===== config.mk =====
export PLATFORM = sky130hd
export DESIGN_NAME = fpu_share_arbiter
export DESIGN_NICKNAME = d
export VERILOG_FILES = /design/src/rtl/fpu_share_arbiter.sv
export SDC_FILE = /design/constraint.sdc
export NUM_CORES = 1
export LEC_CHECK = 0
export BUFFER_PORTS_ARGS = -buffer_cell sky130_fd_sc_hd__buf_2
export CORE_AREA = 2 2 161 163
export DETAILED_ROUTE_END_ITERATION = 16
export DIE_AREA = 0 0 163 165
export PLACE_DENSITY = 0.66
export SYNTH_ARGS = -nofsm -noshare
export SYNTH_HDL_FRONTEND = slang
export SYNTH_SLANG_ARGS = --single-unit

===== constraint.sdc =====
create_clock -name clk -period 5.9 [get_ports clk]
set_clock_uncertainty 0.2 [all_clocks]
set_input_delay 1.18 -clock clk [delete_from_list [all_inputs] [get_ports clk]]
set_output_delay 1.18 -clock clk [all_outputs]
set_load 0.005 [all_outputs]

===== src/rtl/fpu_share_arbiter.sv =====
// Round-robin arbiter sharing one pipelined float32 core among NREQ requesters; an in-order tag FIFO routes results back.
// Define FPU_ARB_TIMEOUT_EN to add the err_timeout port and the stalled-core watchdog.

module fpu_share_arbiter #(
    parameter int unsigned NREQ      = 4,
    parameter int unsigned TAG_DEPTH = 8,
    parameter int unsigned TIMEOUT   = 64
) (
    input  logic                 clk,
    input  logic                 rst_n,
    input  logic [NREQ-1:0]      req,
    input  logic [2*NREQ-1:0]    req_op,
    input  logic [32*NREQ-1:0]   req_a,
    input  logic [32*NREQ-1:0]   req_b,
    output logic [NREQ-1:0]      gnt,
    output logic [31:0]          core_a,
    output logic [31:0]          core_b,
    output logic [1:0]           core_op,
    output logic                 core_nd,
    input  logic [31:0]          core_result,
    input  logic                 core_rdy,
    output logic                 res_valid,
    output logic [NREQ-1:0]      res_dst,
    output logic [31:0]          res_data,
    output logic                 busy,
    output logic                 err_spurious
`ifdef FPU_ARB_TIMEOUT_EN
    ,
    output logic                 err_timeout
`endif
);

    localparam int unsigned PW = (NREQ > 1) ? $clog2(NREQ) : 1;
    localparam int unsigned TW = (TAG_DEPTH > 1) ? $clog2(TAG_DEPTH) : 1;
    localparam int unsigned CW = TW + 1;

    logic [PW-1:0]   rr_q, rr_d;
    logic [PW-1:0]   gidx, cand;
    logic            req_any, fifo_ok, blk, flush, issue, pop;

    logic [PW-1:0]   tag_mem_q [TAG_DEPTH];
    logic [TW-1:0]   wr_ptr_q, wr_ptr_d, rd_ptr_q, rd_ptr_d;
    logic [CW-1:0]   cnt_q, cnt_d;

    logic [31:0]     core_a_q, core_b_q;
    logic [1:0]      core_op_q;
    logic            core_nd_q;
    logic            res_valid_q;
    logic [NREQ-1:0] res_dst_q, res_dst_d;
    logic [31:0]     res_data_q;
    logic            spur_q;

    always_comb begin
        req_any = 1'b0;
        gidx    = '0;
        cand    = '0;
        for (int unsigned k = 0; k < NREQ; k++) begin
            cand = PW'((32'(rr_q) + k) % NREQ);
            if (!req_any && req[cand]) begin
                req_any = 1'b1;
                gidx    = cand;
            end
        end
    end

    assign pop     = core_rdy && (cnt_q != '0);
    // A pop in the same cycle frees the slot, so a full FIFO may still accept a grant.
    assign fifo_ok = (cnt_q != CW'(TAG_DEPTH)) || pop;
    assign issue   = rst_n && req_any && fifo_ok && !blk;

    always_comb begin
        gnt = '0;
        if (issue) gnt[gidx] = 1'b1;
    end

    always_comb begin
        rr_d = rr_q;
        if (issue) rr_d = (gidx == PW'(NREQ - 1)) ? '0 : gidx + 1'b1;
    end

    always_comb begin
        wr_ptr_d = wr_ptr_q + TW'(issue);
        rd_ptr_d = rd_ptr_q + TW'(pop);
        cnt_d    = cnt_q + CW'(issue) - CW'(pop);
        if (flush) begin
            rd_ptr_d = wr_ptr_q;
            cnt_d    = '0;
        end
    end

    always_comb begin
        res_dst_d = '0;
        if (pop) res_dst_d[tag_mem_q[rd_ptr_q]] = 1'b1;
    end

`ifdef FPU_ARB_TIMEOUT_EN
    localparam int unsigned WW = $clog2(TIMEOUT + 1);

    logic [WW-1:0] wd_q, wd_d;
    logic          err_to_q;

    // Fires in the TIMEOUT-th consecutive cycle with tags outstanding and no core_rdy.
    assign flush = (cnt_q != '0) && !core_rdy && (wd_q == WW'(TIMEOUT - 1));
    assign wd_d  = (core_rdy || (cnt_q == '0) || flush) ? '0 : wd_q + 1'b1;

    always_ff @(posedge clk or negedge rst_n) begin
        if (!rst_n) begin
            wd_q     <= '0;
            err_to_q <= 1'b0;
        end else begin
            wd_q <= wd_d;
            if (flush) err_to_q <= 1'b1;
        end
    end

    assign err_timeout = err_to_q;
`else
    assign flush = 1'b0;
`endif

    assign blk = flush;

    always_ff @(posedge clk) begin
        if (issue) tag_mem_q[wr_ptr_q] <= gidx;
    end

    always_ff @(posedge clk or negedge rst_n) begin
        if (!rst_n) begin
            rr_q        <= '0;
            wr_ptr_q    <= '0;
            rd_ptr_q    <= '0;
            cnt_q       <= '0;
            core_a_q    <= '0;
            core_b_q    <= '0;
            core_op_q   <= '0;
            core_nd_q   <= 1'b0;
            res_valid_q <= 1'b0;
            res_dst_q   <= '0;
            res_data_q  <= '0;
            spur_q      <= 1'b0;
        end else begin
            rr_q        <= rr_d;
            wr_ptr_q    <= wr_ptr_d;
            rd_ptr_q    <= rd_ptr_d;
            cnt_q       <= cnt_d;
            core_nd_q   <= issue;
            if (issue) begin
                core_a_q  <= req_a[{gidx, 5'b00000} +: 32];
                core_b_q  <= req_b[{gidx, 5'b00000} +: 32];
                core_op_q <= req_op[{gidx, 1'b0} +: 2];
            end
            res_valid_q <= pop;
            res_dst_q   <= res_dst_d;
            if (pop) res_data_q <= core_result;
            if (core_rdy && (cnt_q == '0)) spur_q <= 1'b1;
        end
    end

    assign core_a       = core_a_q;
    assign core_b       = core_b_q;
    assign core_op      = core_op_q;
    assign core_nd      = core_nd_q;
    assign res_valid    = res_valid_q;
    assign res_dst      = res_dst_q;
    assign res_data     = res_data_q;
    assign busy         = (cnt_q != '0);
    assign err_spurious = spur_q;

endmodule


Word level (Yosys, flattened, before mapping)
Memory sizes are Yosys's and may differ from the RTL's.
Cells that the tools add are included.
{ "word_totals": {"regBits": 117, "ramBits": 16, "input_bits": 303, "output_inout_bits": 110, "word_cells": 74, "n_memories": 1} }
{ "op_classes": {"n_addsub": 8, "magnitude_cmp": 8, "eq_ne": 2, "n_shift": 3, "mux": 25, "reduce_logical": 15} }
{ "memory_table": {"columns": ["name", "depth", "word_bits", "read_ports", "rd_ports_with_merged_regs", "write_ports", "line", "text"], "rows": [
  ["tag_mem_q", 8, 2, 1, 0, 1, "41", "logic [PW-1:0] tag_mem_q [TAG_DEPTH];"]
]} }
{ "ops": {"columns": ["operator", "count"], "rows": [
  ["indexed part select 128 x 8 -> 32 bit", 2],
  ["< comparator 2 x 3 -> 1 bit (second input constant)", 6],
  ["two-way mux 1 bit", 12],
  ["two-way mux 2 bit", 5],
  ["logical AND 1 bit", 9],
  ["binary-select mux 1 bit (select 2 bit)", 4],
  ["two-way mux 4 bit", 2],
  ["indexed part select 8 x 4 -> 2 bit", 1],
  ["adder 3 x 1 -> 3 bit", 2],
  ["adder 2 x 1 -> 2 bit (second input constant)", 2],
  ["adder 2 bit (second input constant)", 2],
  ["adder 4 x 1 -> 4 bit", 1],
  ["demux 1 bit (select 2 bit)", 2],
  [">= comparator 2 x 1 -> 1 bit (second input constant)", 2],
  ["zero test 4 bit", 1],
  ["!= test 4 bit (second input constant)", 1],
  ["nonzero test 4 bit", 1],
  ["subtractor 4 x 1 -> 4 bit", 1],
  ["zero test 1 bit", 3],
  ["== test 2 bit (second input constant)", 1],
  ["logical OR 1 bit", 1]
]} }

Logic depth before layout (Yosys ltp)
{ "depth": {"ltp_word": 17, "mapped_depth": 12} }

Least setup slack after synthesis
No wires, ideal clock.
{ "synth_timing": {"kind": "input port to output port", "from": "in req[0]", "to": "out gnt[1]", "t_arrival_ps": 2355, "required_ps": 4520, "slack_ps": 2165, "path_stages": 8, "path_buffers": 3, "path_cell_list": "a21oi_1 a2bb2oi_1 buf_2 buf_6 buf_4 inv_1 ha_1 and2_1"} }
{ "synth_via": {"elab_chain_len": 17, "elab_cells_between_ends": 30, "classes_between": "2 x order compare; 19 x mux; 9 x reduce/logical"} }
{ "synth_rtl": {"columns": ["element", "line", "text"], "rows": [
  ["from (decl)", "11", "input logic [NREQ-1:0] req,"],
  ["binary-select mux 1 bit (select 2 bit)", "59", "if (!req_any && req[cand]) begin"],
  ["two-way mux 1 bit (implied by the code)", "59", null],
  ["two-way mux 1 bit", "59", null],
  ["zero test 1 bit", "59", null],
  ["logical AND 1 bit", "59", null],
  ["two-way mux 1 bit", "59", null],
  ["zero test 1 bit", "59", null],
  ["logical AND 1 bit", "59", null],
  ["(+2 left out)", null, null],
  ["logical AND 1 bit", "59", null],
  ["two-way mux 2 bit (*)", "59", null],
  ["via gidx[1]", "38", "logic [PW-1:0] gidx, cand;"],
  ["< comparator 2 x 3 -> 1 bit (implied by the code) or >= comparator 2 x 1 -> 1 bit (tied branches)", "73", "if (issue) gnt[gidx] = 1'b1;"],
  ["logical AND 1 bit (implied by the code)", "73", null],
  ["two-way mux 1 bit (implied by the code)", "73", null],
  ["demux 1 bit (select 2 bit) (*)", "73", null],
  ["two-way mux 4 bit (*)", "73", null],
  ["to (decl)", "15", "output logic [NREQ-1:0] gnt,"]
]} }
The timed path passes the listed nets; every way through them passes the cells marked *. The select of a mux whose other input is x is not followed.

Worst setup path in the final report
{ "layout_timing": {"from": "in req[2]", "to": "out gnt[0]"} }
{ "layout_via": {"elab_cells_between_ends": 30, "classes_between": "2 x order compare; 19 x mux; 9 x reduce/logical"} }
{ "layout_lines": {"columns": ["element", "line", "text"], "rows": [
  ["binary-select mux 1 bit (select 2 bit)", "59", null],
  ["two-way mux 1 bit (implied by the code)", "59", null],
  ["two-way mux 1 bit", "59", null],
  ["zero test 1 bit", "59", null],
  ["logical AND 1 bit", "59", null],
  ["two-way mux 1 bit", "59", null],
  ["zero test 1 bit", "59", null],
  ["logical AND 1 bit", "59", null],
  ["two-way mux 1 bit", "59", null],
  ["zero test 1 bit", "59", null],
  ["logical AND 1 bit", "59", null],
  ["two-way mux 1 bit (*)", "59", null],
  ["logical AND 1 bit (*) (2 in a row)", "69", "assign issue = rst_n && req_any && fifo_ok && !blk;"],
  ["via issue", "39", "logic req_any, fifo_ok, blk, flush, issue, pop;"],
  ["two-way mux 4 bit (*)", "73", null]
]} }
Marked as above.

==> flow_summary.json <==
{
  "status": "finished, final reports clean",
  "min_path_type": "flop to flop",
  "grt_start_max_net_pins": 73,
  "crit_family": "compound AO/OA/AOI/OAI gates",
  "coreArea_mm2": 0.02504,
  "setup_viol": 0,
  "drive_above_1_share_pct": 55.71,
  "syn_to_final_growth_pct": 40.71,
  "worstPathMaxFanout": 72,
  "wirelength_um": 21270,
  "dr.first_iter.drc_count": 271,
  "multi_input_area_mm2": 0.003427,
  "period_share_pct": 78.12,
  "yosys.area.top_type_share_pct": 41.06,
  "slowest_delay_ns": 0.76,
  "p_clk_share_pct": 25.6,
  "worstPathArrival_ns": 3.23,
  "grt_pass1_vias": 5892,
  "cts_hold_buf": 0,
  "synth_area_leader_cell": "dfrtp_1",
  "rsz0062_at_grt": "false",
  "slowest_stage": "a31o_4",
  "antenna_cells": 0,
  "p_comb_share_pct": 39.7,
  "cts_setup_buffers": 0,
  "grt_usage_pct": 15.16,
  "power_density_mw_per_mm2": 433.3,
  "cts_sinks": 133,
  "clk_pin_slew_worst_paths_ns": 0.06,
  "synthTopCellsByArea": "dfrtp_1, mux2i_1, o221ai_2",
  "io_pins": 413,
  "die_x_um": 163,
  "required_ns": 4.52,
  "hold_depth": 2,
  "clk_latency_ns": 0.41,
  "slew_headroom_pct": 26.81,
  "wl_per_cell_um": 16.44,
  "io_buffers": 412,
  "rows": 58,
  "fmax_mhz": 217.0,
  "critPathMostFrequentCell": "buf_2",
  "dr.pass1.iters": 4,
  "use_met1_pct": 18.75,
  "swShare_pct": 36.15,
  "n_fill_cell": 2402,
  "seqCellArea_mm2": 0.003408,
  "critical_path_depth": 6,
  "p_sw_w": 0.001572,
  "vdd_drop_max_uv": 155.1,
  "maxCapViolations": 0,
  "hold_viol": 0,
  "worst_pin_slew_ns": 1.098,
  "grtUsageMet3_pct": 3.742,
  "tns_ns": 0,
  "vias": 5987,
  "start_kind": "input port",
  "layoutNonFillerInstCount": 1294,
  "gr-max-usage-layer": "met2",
  "cp-end-kind": "primary output",
  "drc": 0,
  "grt_overflow": 0,
  "p_leak_nw": 5.017,
  "antenna_found_initial": 0,
  "die_area_mm2": 0.02690,
  "ys_seq_area_share_pct": 47.80,
  "hpwl_um": 16190,
  "dp_cells": 1262,
  "initial_core_util_pct": 28.48,
  "syn_area_per_cell_um2": 12.85,
  "ff2ff_path_depth": 7,
  "path_cells": "buf_2 -> o41ai_1 -> a31o_4 -> inv_2 -> and2_1 -> buf_2",
  "p_int_w": 0.002775,
  "final-max-slew-violation-count": 0,
  "cts.htree.levels": 4,
  "grt_pass1_wl_um": 31320,
  "worstSetupPathType": "input port to primary output",
  "cts_tree": "done",
  "final_util_pct": 40.08,
  "period_minus_slack_ns": 4.609,
  "cts_buffers": 17,
  "nets": 1269,
  "fp.dieH_um": 165,
  "gp_congestion": 0.7677,
  "yosysWarnings": 0,
  "post_cts_resized": 0,
  "syn_nets": 873,
  "avgViaCountPerCell": 4.627,
  "ys_types": 37,
  "syn_area_mm2": 0.007131,
  "seq_power_share_pct": 34.7,
  "clock_path_buffers": 2,
  "cts-root-buf": "clkbuf_16",
  "ant_nets": 0,
  "synth_cells": 555,
  "met2_usage_pct": 26.17,
  "ys_ff_latch": 133,
  "critPathBufInv": 3
}
## power by group through the flow
| stage | sequential, W | clock [W] | combinational (W) |
|---|---|---|---|
| final | 0.00151 | 0.00111 | 0.00172 |
| after global routing | 0.00156 | 0.00120 | 0.00190 |
| after CTS | 0.00151 | 0.00116 | 0.00176 |
| after detailed placement | 0.00151 | 0 | 0.00176 |
| after global placement | 0.00152 | 0 | 0.00172 |
| after floorplan | 0.00151 | 0 | 0.00112 |
## flip-flops by register name, summed over array words and instances, names as in the netlist
name	cells
core_a	32
core_b	32
res_data	32
tag_mem_q	16
cnt_q	4
res_dst	4
rd_ptr_q	3
wr_ptr_q	3
core_op	2
rr_q	2
core_nd	1
err_spurious	1
res_valid	1
## final timing paths
check                            from           end  slack, ns
setup / recovery               req[2]        gnt[0]       1.29
hold / removal             core_b[25]    core_b[25]       0.28
setup reg to reg             cnt_q[2]    core_b[17]       2.44
hold reg to reg            core_b[25]    core_b[25]       0.28
max in group asynchronous       rst_n    core_b[27]       3.61
min in group asynchronous       rst_n  res_data[16]       0.60
## Yosys cell counts, drive strengths merged
cell / number
mux2i: 134
dfrtp: 117
nand2: 75
o221ai: 66
buf: 33
mux2: 33
edfxtp: 16
ha: 14
inv: 12
clkbuf: 9
and2: 7
nor2: 6
a21oi: 4
mux4: 4
nor3: 3
nor3b: 3
xor2: 3
a31o: 2
nor4b: 2
o21ai: 2
a21o: 1
a2bb2oi: 1
fa: 1
nand2b: 1
nand3b: 1
nor2b: 1
nor4: 1
o41ai: 1
or3b: 1
xnor2: 1
## placed cells by master, fill, tap and decap left out, drive strengths merged
master	n
bufinv	1
edfxtp	16
a2bb2oi	1
nor2	6
xor2	3
o41ai	1
nand2	75
nor3	3
nor3b	3
nor4	1
nor4b	2
ha	14
dfrtp	117
or3b	1
a21o	1
o221ai	66
mux2	33
nand2b	1
inv	22
o21ai	2
a21oi	4
clkinvlp	1
clkbuf	18
nor2b	1
and2	7
mux2i	134
nand3b	1
mux4	4
a31o	2
xnor2	1
clkinv	2
fa	1
buf	419
## tightest hold or removal path, stage by stage, from the launching register on
cell and delay (ns):
dfrtp_1 0.33, nand2_1 0.06, o221ai_2 0.05
## stage by stage
step	cell area, um^2	total power, W	setup WS (ns)	hold WS [ns]
finish	10030	0.004347	1.291	0.2831
global route	10030	0.004655	1.143	0.2983
CTS	10030	0.004423	1.283	0.2845
detailed placement	9410	0.003275	1.306	0.2667
global placement	9410	0.003242	1.351	0.2638
floorplan	7131	0.002626	2.165	0.2663
## metal layers
layer | share of wire [%] | wire length (um) | up-vias
li1 | - | - | 2888
met1 | 41 | 8764 | 2805
met2 | 51 | 10750 | 281
met3 | 7.2 | 1538 | 13
met4 | 1.0 | 221 | 0
met5 | 0 | 0 | -
## cell families (layout without fill, tap and decap cells)
kind of cell / count (synthesis) / after routing / share of synthesized area, %
and+or+nand+nor: 101 / 101 / 6.405
xor gates and xnor gates: 4 / 4 / 0.4914
adders and majority gates: 15 / 15 / 2.737
buffers and inverters: 54 / 463 / 4.650
AOI/OAI and AO/OA: 77 / 77 / 12.63
DFF: 133 / 133 / 47.80
muxes: 171 / 171 / 25.29
## cell type report
cell class | instances | area share (%)
clock buffer | 18 | 4.489
clock inverter | 14 | 1.721
inverter | 12 | 0.4489
multi-input combinational | 368 | 34.16
sequential | 133 | 33.97
tap | 330 | 4.115
timing repair buffer | 419 | 21.10
Power figures use the tool's default switching activity.
